[src/rtl/micro_sequencer_pkg.sv]
// Shared definitions for the microprogram sequencer: opcode and state encodings
// plus the bit positions of the fields inside a control word.
package micro_sequencer_pkg;

  typedef enum logic [2:0] {
    OP_NEXT = 3'b000,
    OP_JUMP = 3'b001,
    OP_BRT  = 3'b010,
    OP_BRF  = 3'b011,
    OP_CALL = 3'b100,
    OP_RET  = 3'b101,
    OP_HALT = 3'b110,
    OP_RSVD = 3'b111
  } op_e;

  typedef enum logic [1:0] {
    ST_IDLE   = 2'b00,
    ST_RUN    = 2'b01,
    ST_HALTED = 2'b10,
    ST_ERROR  = 2'b11
  } state_e;

  localparam int OP_MSB  = 15;
  localparam int OP_LSB  = 13;
  localparam int CTRL_W  = 13;
  localparam int SEL_MSB = 12;
  localparam int SEL_LSB = 11;
  localparam int TGT_LSB = 0;

endpackage

[src/rtl/micro_stack.sv]
// Return-address LIFO. The pointer has one spare bit so full and empty stay distinct;
// the entry contents are deliberately left unreset.
module micro_stack
  import micro_sequencer_pkg::*;
#(
  parameter int DEPTH = 4,
  parameter int W     = 8
) (
  input  logic         clk,
  input  logic         rst_n,
  input  logic         push,
  input  logic         pop,
  input  logic [W-1:0] din,
  output logic [W-1:0] dout,
  output logic         full,
  output logic         empty
);

  localparam int PW = $clog2(DEPTH) + 1;

  logic [PW-1:0] sp_r;
  logic [W-1:0]  mem_r [DEPTH];
  logic [PW-2:0] top_idx_s;

  assign top_idx_s = sp_r[PW-2:0] - (PW-1)'(1);
  assign dout      = mem_r[top_idx_s];
  assign full      = (sp_r == PW'(DEPTH));
  assign empty     = (sp_r == '0);

  // Stack pointer: overflowing pushes and underflowing pops are ignored.
  always_ff @(posedge clk or negedge rst_n) begin
    if (!rst_n) begin
      sp_r <= '0;
    end else if (push && !full) begin
      sp_r <= sp_r + PW'(1);
    end else if (pop && !empty) begin
      sp_r <= sp_r - PW'(1);
    end else begin
      sp_r <= sp_r;
    end
  end

  // Entry storage written at the current pointer.
  always_ff @(posedge clk) begin
    if (push && !full) begin
      mem_r[sp_r[PW-2:0]] <= din;
    end
  end

endmodule

[src/rtl/micro_sequencer.sv]
// Microprogram sequencer: addresses the control ROM, decodes the sequencing field of the
// returned word and forwards the control field of NEXT words to the datapath.
module micro_sequencer
  import micro_sequencer_pkg::*;
#(
  parameter int                ADDR_W      = 8,
  parameter int                WORD_W      = 16,
  parameter int                STACK_DEPTH = 4,
  parameter logic [ADDR_W-1:0] START_ADDR  = '0
) (
  input  logic              clk,
  input  logic              rst_n,
  input  logic              start,
  input  logic              stall,
  input  logic [3:0]        cond,
  output logic [ADDR_W-1:0] rom_addr,
  input  logic [WORD_W-1:0] rom_word,
  output logic [12:0]       ctrl_out,
  output logic              ctrl_valid,
  output logic              busy,
  output logic              done,
  output logic              stack_err
);

  state_e            state_r, state_next_s;
  logic [ADDR_W-1:0] upc_r, upc_next_s, upc_inc_s, target_s, stack_dout_s;
  op_e               op_s;
  logic [1:0]        sel_s;
  logic              cond_hit_s, push_s, pop_s, full_s, empty_s, executing_s;

  assign op_s        = op_e'(rom_word[OP_MSB:OP_LSB]);
  assign sel_s       = rom_word[SEL_MSB:SEL_LSB];
  assign target_s    = rom_word[TGT_LSB +: ADDR_W];
  assign cond_hit_s  = cond[sel_s];
  assign upc_inc_s   = upc_r + ADDR_W'(1);
  assign executing_s = (state_r == ST_RUN) && !stall;

  micro_stack #(.DEPTH(STACK_DEPTH), .W(ADDR_W)) u_stack (
    .clk   (clk),
    .rst_n (rst_n),
    .push  (push_s),
    .pop   (pop_s),
    .din   (upc_inc_s),
    .dout  (stack_dout_s),
    .full  (full_s),
    .empty (empty_s)
  );

  // Next-state and next-address selection; stack faults freeze upc and the stack.
  always_comb begin
    state_next_s = state_r;
    upc_next_s   = upc_r;
    push_s       = 1'b0;
    pop_s        = 1'b0;
    case (state_r)
      ST_IDLE: begin
        upc_next_s = START_ADDR;
        if (start) begin
          state_next_s = ST_RUN;
        end else begin
          state_next_s = ST_IDLE;
        end
      end
      ST_RUN: begin
        if (executing_s) begin
          case (op_s)
            OP_NEXT, OP_RSVD: upc_next_s = upc_inc_s;
            OP_JUMP:          upc_next_s = target_s;
            OP_BRT:           upc_next_s = cond_hit_s ? target_s : upc_inc_s;
            OP_BRF:           upc_next_s = cond_hit_s ? upc_inc_s : target_s;
            OP_CALL: begin
              if (full_s) begin
                state_next_s = ST_ERROR;
              end else begin
                push_s     = 1'b1;
                upc_next_s = target_s;
              end
            end
            OP_RET: begin
              if (empty_s) begin
                state_next_s = ST_ERROR;
              end else begin
                pop_s      = 1'b1;
                upc_next_s = stack_dout_s;
              end
            end
            OP_HALT:          state_next_s = ST_HALTED;
            default:          upc_next_s = upc_inc_s;
          endcase
        end else begin
          state_next_s = state_r;
        end
      end
      ST_HALTED: begin
        state_next_s = ST_IDLE;
        upc_next_s   = START_ADDR;
      end
      ST_ERROR: state_next_s = ST_ERROR;
      default:  state_next_s = ST_IDLE;
    endcase
  end

  // State and micro-program counter registers.
  always_ff @(posedge clk or negedge rst_n) begin
    if (!rst_n) begin
      state_r <= ST_IDLE;
      upc_r   <= START_ADDR;
    end else begin
      state_r <= state_next_s;
      upc_r   <= upc_next_s;
    end
  end

  // Control field is forwarded only for an unstalled NEXT in RUN.
  always_comb begin
    ctrl_out   = 13'h0000;
    ctrl_valid = 1'b0;
    if (executing_s && (op_s == OP_NEXT)) begin
      ctrl_out   = rom_word[CTRL_W-1:0];
      ctrl_valid = 1'b1;
    end else begin
      ctrl_out   = 13'h0000;
      ctrl_valid = 1'b0;
    end
  end

  assign rom_addr  = upc_r;
  assign busy      = (state_r == ST_RUN);
  assign done      = (state_r == ST_HALTED);
  assign stack_err = (state_r == ST_ERROR);

endmodule

[config.mk]
export PLATFORM = sky130hd
export DESIGN_NAME = micro_sequencer
export DESIGN_NICKNAME = d
export VERILOG_FILES = /design/src/rtl/micro_sequencer_pkg.sv /design/src/rtl/micro_stack.sv /design/src/rtl/micro_sequencer.sv
export SDC_FILE = /design/constraint.sdc
export NUM_CORES = 1
export LEC_CHECK = 0
export ABC_AREA = 1
export CORE_MARGIN = 5
export CORE_UTILIZATION = 50
export DETAILED_ROUTE_END_ITERATION = 8
export GPL_ROUTABILITY_DRIVEN = 0
export HOLD_SLACK_MARGIN = 0.08
export PLACE_DENSITY_LB_ADDON = 0.25
export SLEW_MARGIN = 20
export SYNTH_ARGS = -nofsm -noshare
export SYNTH_HDL_FRONTEND = slang
export SYNTH_SLANG_ARGS = --single-unit
[constraint.sdc]
create_clock -name clk -period 3.09 [get_ports clk]
set_clock_uncertainty 0.1 [all_clocks]
set_input_delay 0.7725 -clock clk [delete_from_list [all_inputs] [get_ports clk]]
set_output_delay 0.7725 -clock clk [all_outputs]
set_load 0.01 [all_outputs]
==> results of run 1 <==
-- power breakdown --
part	internal (mW)	total (mW)	switching, mW
logic	0.426	1.07	0.642
registers	0.803	0.902	0.0991
clock network	0.160	0.356	0.196
total	1.39	2.33	0.937
-- how the worst min path moves through the flow --
stage	to	startpoint	cells past startpoint	slack (ns)
after floorplan	rom_addr[0]$_DFFE_PN0P_	rst_n	0	0.38
after global placement	u_stack.sp_r[2]$_DFFE_PN0P_	u_stack.sp_r[2]$_DFFE_PN0P_	2	0.42
after detailed placement	u_stack.sp_r[2]$_DFFE_PN0P_	u_stack.sp_r[2]$_DFFE_PN0P_	2	0.43
after CTS	u_stack.sp_r[2]$_DFFE_PN0P_	u_stack.sp_r[2]$_DFFE_PN0P_	2	0.45
after global routing	u_stack.sp_r[2]$_DFFE_PN0P_	u_stack.sp_r[2]$_DFFE_PN0P_	2	0.49
final	u_stack.sp_r[2]$_DFFE_PN0P_	u_stack.sp_r[2]$_DFFE_PN0P_	2	0.45
-- sequential cells by signal, indices dropped and copies added, names as in the netlist --
| register | cells |
|---|---|
| rom_addr | 8 |
| u_stack.sp_r | 3 |
| u_stack.mem_r | 32 |
| state_r | 2 |
-- metal layers --
| layer | vias up | GRT usage [%] |
|---|---|---|
| met1 | 920 | 24.4 |
| met4 | 0 | 4.05 |
| met2 | 68 | 32.1 |
| li1 | 1065 | - |
| met3 | 5 | 5.38 |
| met5 | - | 0 |
-- synth_stat cells --
| cell type | count |
|---|---|
| nor3_4 | 1 |
| o22ai_1 | 6 |
| o21ai_0 | 14 |
| a21oi_2 | 1 |
| o21ai_2 | 1 |
| buf_4 | 1 |
| inv_1 | 34 |
| o21ai_1 | 1 |
| edfxtp_1 | 32 |
| nand2_2 | 1 |
| xnor2_1 | 2 |
| clkbuf_1 | 1 |
| ha_1 | 6 |
| buf_2 | 3 |
| o31ai_4 | 1 |
| nand3_2 | 4 |
| nand4_1 | 3 |
| nor4_1 | 1 |
| nor2_1 | 41 |
| xor2_1 | 5 |
| nand3_1 | 31 |
| nor2_8 | 1 |
| buf_6 | 1 |
| nand2_4 | 3 |
| nor2_2 | 1 |
| clkinv_1 | 1 |
| inv_2 | 5 |
| nand2_1 | 68 |
| dfrtp_1 | 13 |
| nor3_1 | 3 |
| a31oi_1 | 1 |
-- cell type report --
cell class                      instances  area (sq um)
Clock buffer                            5          68.8
Clock inverter                          3          22.5
Fill cell                             410          1580
Inverter                               40           150
Multi-Input combinational cell        196          1020
Sequential cell                        45          1290
Tap cell                               67          83.8
Timing Repair Buffer                   63           576
-- placed cells by master, fill, tap and decap left out, types with 2 or more instances in the layout --
master           Yosys  layout
nand3_2              4       4
nand3_1             31      31
buf_4                1      15
clkbuf_8             0       5
edfxtp_1            32      32
o22ai_1              6       6
nor2_1              41      41
o21ai_0             14      14
dfrtp_1             13      13
ha_1                 6       6
inv_1               34      34
inv_2                5       5
nor3_1               3       3
clkdlybuf4s50_1      0      34
dlygate4sd2_1        0      14
xnor2_1              2       2
clkinv_4             0       2
nand2_1             68      68
xor2_1               5       5
nand2_4              3       3
nand4_1              3       3
-- cells by family (layout without fill, tap and decap cells) --
kind of cell    after synthesis  after routing  synth area share (%)
flops                        45             45                  51.6
buf+inv                      46            111                  7.52
simple gates                158            158                  29.1
xor+xnor                      7              7                  2.46
fa+ha+maj                     6              6                  3.01
compound gates               25             25                  6.32
-- worst max-delay path, delay by kind of cell --
kind,cells,cell delay (ns)
buf+inv,4,0.96
simple gates,4,0.33
-- per-stage QoR --
step / instance area [sq um] / power, mW / setup slack (ns)
after floorplan: 2490 / 1.59 / 0.676
after global placement: 3130 / 1.96 / -0.0636
after detailed placement: 3130 / 2.00 / -0.129
after CTS: 3210 / 2.35 / 0.137
after global routing: 3210 / 2.52 / 0.0319
final: 3210 / 2.33 / 0.153
-- repair_timing --
action / CTS / global route
setup endpoints to repair: 14 / 0
setup buffers: 0 / 0
hold buffers: 0 / 0
resized for setup: 14 / 0
==> key figures, run 1 <==
Worst setup path
  – Cell Chain, Critical Path: clkdlybuf4s50_1, inv_2, nand2_1, nor2_1, nand2_1, buf_4, nor2_1, dlygate4sd2_1
  – Critical-path top delay cell: clkdlybuf4s50_1
  – Setup crit start: rom_word[13]
  – CP arrival: between 2 and 2.5 ns
  – Register-to-Register Path Depth: 13
  – Critical Path Source Type: input pin
  – CP Capture Point: ctrl_out[11]
  – Reg-to-reg critical path startpoint: u_stack.sp_r[0]$_DFFE_PN0P_
  – Setup crit end kind: output pin
  – WS Path Type: in -> out
  – Reg-to-Reg End: u_stack.sp_r[2]$_DFFE_PN0P_
  – Worst Path Required: ~2.2 ns
  – Worst path max stage delay: around 0.45 ns
  – Reg2Reg Setup Slack: just over 0.8 ns
  – CP max FO: 14

Finish
  – Post-Route Utilization: about 67%
  – Nets: approximately 380
  – Post-Layout Cell Count: around 420
  – Ratio of cells with drive above 1 in the final layout: a little under an eighth
  – Layout Area Growth over Synthesis: 28.6%
  – N_diodes: 0

Clock tree
  – CTS tree: built
  – Clock Path Buffers: 2
  – H-Tree Depth: 2
  – Cts bufs inserted: 5
  – Clock Latency Late Sink: 0.29 ns
  – Sink Count: between 40 and 50
  – Worst-path clk slew: roughly 0.08 ns
  – Root buffer cell: clkbuf_8

Synthesis
  – Area leader, netlist: edfxtp_1
  – Synth Instances: about 290
  – Synthesized area per cell: roughly 8.7 sq um
  – Seq/Total Area, Yosys: a little over 50%
  – Post-synthesis cell area: about 0.0025 sq mm
  – Syn Nets: between 300 and 400
  – #FFs+latches synth: 45
  – Synth top area share: about two fifths
  – Synth top area cells: edfxtp_1 (39%), dfrtp_1 (13%), nand2_1 (10%)
  – Count of cell types in the netlist: 31
  – YS warnings: 0

Drt
  – Via count: between 2000 and 2500
  – Met1 wire length: 2.46 mm
  – Post-DRT Antenna Nets: 0
  – WL met2: between 2 and 3 mm
  – Avg Vias per Cell: around 4.9
  – Drt drc: 0
  – Final wirelength: 5.53 mm
  – DRT Pass-1 Iters: 4
  – WL per Instance: 13.2 um
  – Starting DRT DRC Count: 90
  – Top layer reached by signal wires: met4
  – Met3 wire length: 390 um

Power
  – Worst vdd ir: roughly 0.34 mV
  – Static leakage: 1.50 nW
  – Power per cell area: between 700 and 800 mW/mm^2

Place
  – IO Port Bufs: 48
  – Post-DP HPWL: around 4.3 mm
  – Post-Place Cells: approximately 410

Timing
  – Final setup viols: 0
  – Fmax achieved: 0.341 GHz
  – Final hold vios: 0
  – Unrepaired setup endpoints after global routing: no
  – Setup TNS: 0 ns
  – Worst Tran Pin Value: about 0.64 ns
  – Tcrit/Tclk final: between 90% and 100%
  – Min cycle time layout: 2.94 ns
  – Max_slew headroom: approximately 57%
  – Fin Hold WS: 0.448 ns
  – Final slew viol count: 0

Global routing
  – GR Util All Layers: a little under a fifth
  – Global-route wire length before repair: between 9 and 10 mm
  – Largest net degree at the start of global routing: 21
  – Initial antenna violation count: 0
  – Vias in the first global route: between 2000 and 2500
  – Remaining global-route overflow: 0

Run status
  – Status: complete, no violations

Floorplan
  – FP Rows: 25
  – Initial Util: a little over half
  – Core Area: 0.00479 sq mm
  – I/O pins: between 40 and 50
  – Height of the die: between 80 and 90 um
  – Die Area: approximately 0.0065 sq mm
  – Die Wd: 80.6 um

Hold path
  – Worst Hold Class: reg -> reg

Flow run
  – Max-Cap Viols: 0
Note: power is estimated with default switching activity, not from simulation.
==> run 2: changes to the inputs <==
==> constraint.sdc (replaced) <==
create_clock -name clk -period 3.1 [get_ports clk]
set_clock_uncertainty 0.1 [all_clocks]
set_input_delay 0.775 -clock clk [delete_from_list [all_inputs] [get_ports clk]]
set_output_delay 0.775 -clock clk [all_outputs]
set_load 0.01 [all_outputs]
==> key figures, run 2 (synthesized netlist as in run 1, its figures left out) <==
Clock tree
  – Worst-path clk slew: 0.08 ns (about the same)
  – Clock Latency Late Sink: 0.30 ns (about the same)
  – Root buffer cell: clkbuf_8
  – CTS tree: built
  – Cts bufs inserted: 5 (unchanged)
  – H-Tree Depth: 2 (unchanged)
  – Clock Path Buffers: 2 (unchanged)
  – Hold_buf cts: 0 (unchanged)
  – Sink Count: 45 (unchanged)

Drt
  – Final wirelength: 5.32 mm (-3.8%)
  – DRT Pass-1 Iters: 4 (unchanged)
  – Starting DRT DRC Count: 71 (-21%)
  – Drt drc: 0 (unchanged)
  – Post-DRT Antenna Nets: 0 (unchanged)
  – Avg Vias per Cell: 4.92 (+0.15%)
  – WL per Instance: 12.7 um (-3.8%)
  – Via count: 2061 (+0.15%)

Timing
  – Final setup viols: 0 (unchanged)
  – Max_slew headroom: 56.2% (-0.73 points)
  – Unrepaired setup endpoints after global routing: no
  – Min cycle time layout: 2.93 ns
  – Worst Tran Pin Value: 0.655 ns (+0.0109 ns)
  – Fmax achieved: between 0.3 and 0.4 GHz
  – Final hold vios: 0 (unchanged)
  – Final slew viol count: 0 (unchanged)
  – Tcrit/Tclk final: 94.5%

Finish
  – Post-Layout Cell Count: 419 (unchanged)
  – Layout Area Growth over Synthesis: 28.6% (unchanged)
  – Max reg flops: 32 (unchanged)
  – N_diodes: 0 (unchanged)
  – Post-Layout Inst Area: 0.00321 sq mm (unchanged)
  – Commonest non-fill, non-tap cell in the layout: nand2_1
  – Fillers: 398 (-2.9%)
  – Nets: 381 (unchanged)
  – Commonest non-fill, non-tap cells in the layout: nand2_1 (68), nor2_1 (41), inv_1 (34), clkdlybuf4s50_1 (34), edfxtp_1 (32)
  – Ratio of cells with drive above 1 in the final layout: 11.9% (unchanged)

Global routing
  – Remaining global-route overflow: 0 (unchanged)
  – GR Util All Layers: 18.1% (-1.0 points)
  – Largest net degree at the start of global routing: 21 (unchanged)
  – Initial antenna violation count: 0 (unchanged)
  – Vias in the first global route: 1976 (-5.2%)
  – Global-route wire length before repair: 8.98 mm (-5.9%)

Power
  – Power per cell area: 722 mW/mm^2 (-0.44%)
  – Static leakage: 1.50 nW (unchanged)
  – Worst vdd ir: 0.305 mV (-11%)

Floorplan
  – FP Rows: 25 (unchanged)
  – Initial Util: 52.1% (unchanged)
  – Core Area: 0.00479 sq mm (unchanged)
  – Height of the die: 80.6 um (unchanged)
  – Die Wd: 80.6 um (unchanged)
  – I/O pins: 49 (unchanged)
  – Die Area: 0.00650 sq mm (unchanged)

Place
  – Post-DP HPWL: 4.06 mm (-4.6%)
  – Post-DP Area: 0.00313 sq mm (unchanged)
  – IO Port Bufs: 48 (unchanged)
  – Post-Place Cells: 411 (unchanged)

Worst setup path
  – CP max FO: 14 (unchanged)
  – CP arrival: 2.05 ns (about the same)
  – WS Path Type: in -> out
  – Setup crit end kind: output pin
  – Critical Path Source Type: input pin
  – Worst Path Required: 2.22 ns (about the same)

Run status
  – Status: complete, no violations

Flow run
  – Max-Cap Viols: 0 (unchanged)

Hold path
  – Worst Hold Class: reg -> reg
run 2: cell counts in the layout (fill, tap and decap cells not counted):
Identical to the previous run, type by type.
run 2: worst paths after layout:
check                           cells after the start                         from  slack [ns]                          end
worst max-delay path                                8                 rom_word[13]        0.17                 ctrl_out[10]
worst min-delay path                                2  u_stack.sp_r[2]$_DFFE_PN0P_        0.44  u_stack.sp_r[2]$_DFFE_PN0P_
worst max register to register                     13  u_stack.sp_r[0]$_DFFE_PN0P_        0.86  u_stack.sp_r[2]$_DFFE_PN0P_
worst min register to register                      2  u_stack.sp_r[2]$_DFFE_PN0P_        0.44  u_stack.sp_r[2]$_DFFE_PN0P_
max in group asynchronous                           1                        rst_n        1.71  u_stack.sp_r[0]$_DFFE_PN0P_
min in group asynchronous                           1                        rst_n        0.77      rom_addr[2]$_DFFE_PN0P_
run 2: stage by stage:
stage / utilization (%) / setup TNS (ns) / hold slack [ns] / worst slack, ns / power (mW)
3_3_place_gp: 65.5 / -0.727 / 0.424 / -0.0589 / 1.95
3_5_place_dp: 65.5 / -1.32 / 0.427 / -0.118 / 1.98
5_1_grt: 67.0 / 0 / 0.477 / 0.0368 / 2.51
4_1_cts: 67.0 / 0 / 0.452 / 0.154 / 2.34
2_1_floorplan: - / 0 / 0.379 / 0.681 / 1.59
6_report: 67.0 / 0 / 0.442 / 0.172 / 2.32
run 2: power breakdown:
part | internal [mW] | leakage (nW) | switching (mW)
clock network | 0.160 | 0.0481 | 0.202
registers | 0.801 | 0.454 | 0.0993
logic | 0.424 | 0.999 | 0.631
run 2: layout make-up:
class,instances,area [sq um],area share (%)
clock buffer,5,68.8,2.15
clock inverter,3,22.5,0.702
inverter,40,150,4.68
multi-input combinational,196,1020,31.8
sequential,45,1290,40.1
tap,67,83.8,2.61
timing repair buffer,63,576,17.9
run 2: timing repair:
action / CTS / global route
buffers inserted: 0 / 0
setup endpoints to repair: 14 / 0
resized for setup: 14 / 0
endpoints found under the hold margin: 0 / 0
run 2: worst max-delay path, cell delays in order:
cell and delay [ns]:
clkdlybuf4s50_1 0.43, inv_2 0.07, nand2_1 0.05, nor2_1 0.11, nand2_1 0.06, buf_4 0.17
nor2_1 0.10, dlygate4sd2_1 0.27
run 2: layer usage:
| layer | vias to the layer above | track usage (%) | wire length (um) |
|---|---|---|---|
| met4 | 0 | 5.07 | 65 |
| met1 | 915 | 23.9 | 2500 |
| met2 | 68 | 28.9 | 2360 |
| li1 | 1073 | - | - |
| met3 | 5 | 5.16 | 396 |
| met5 | - | 0 | 0 |
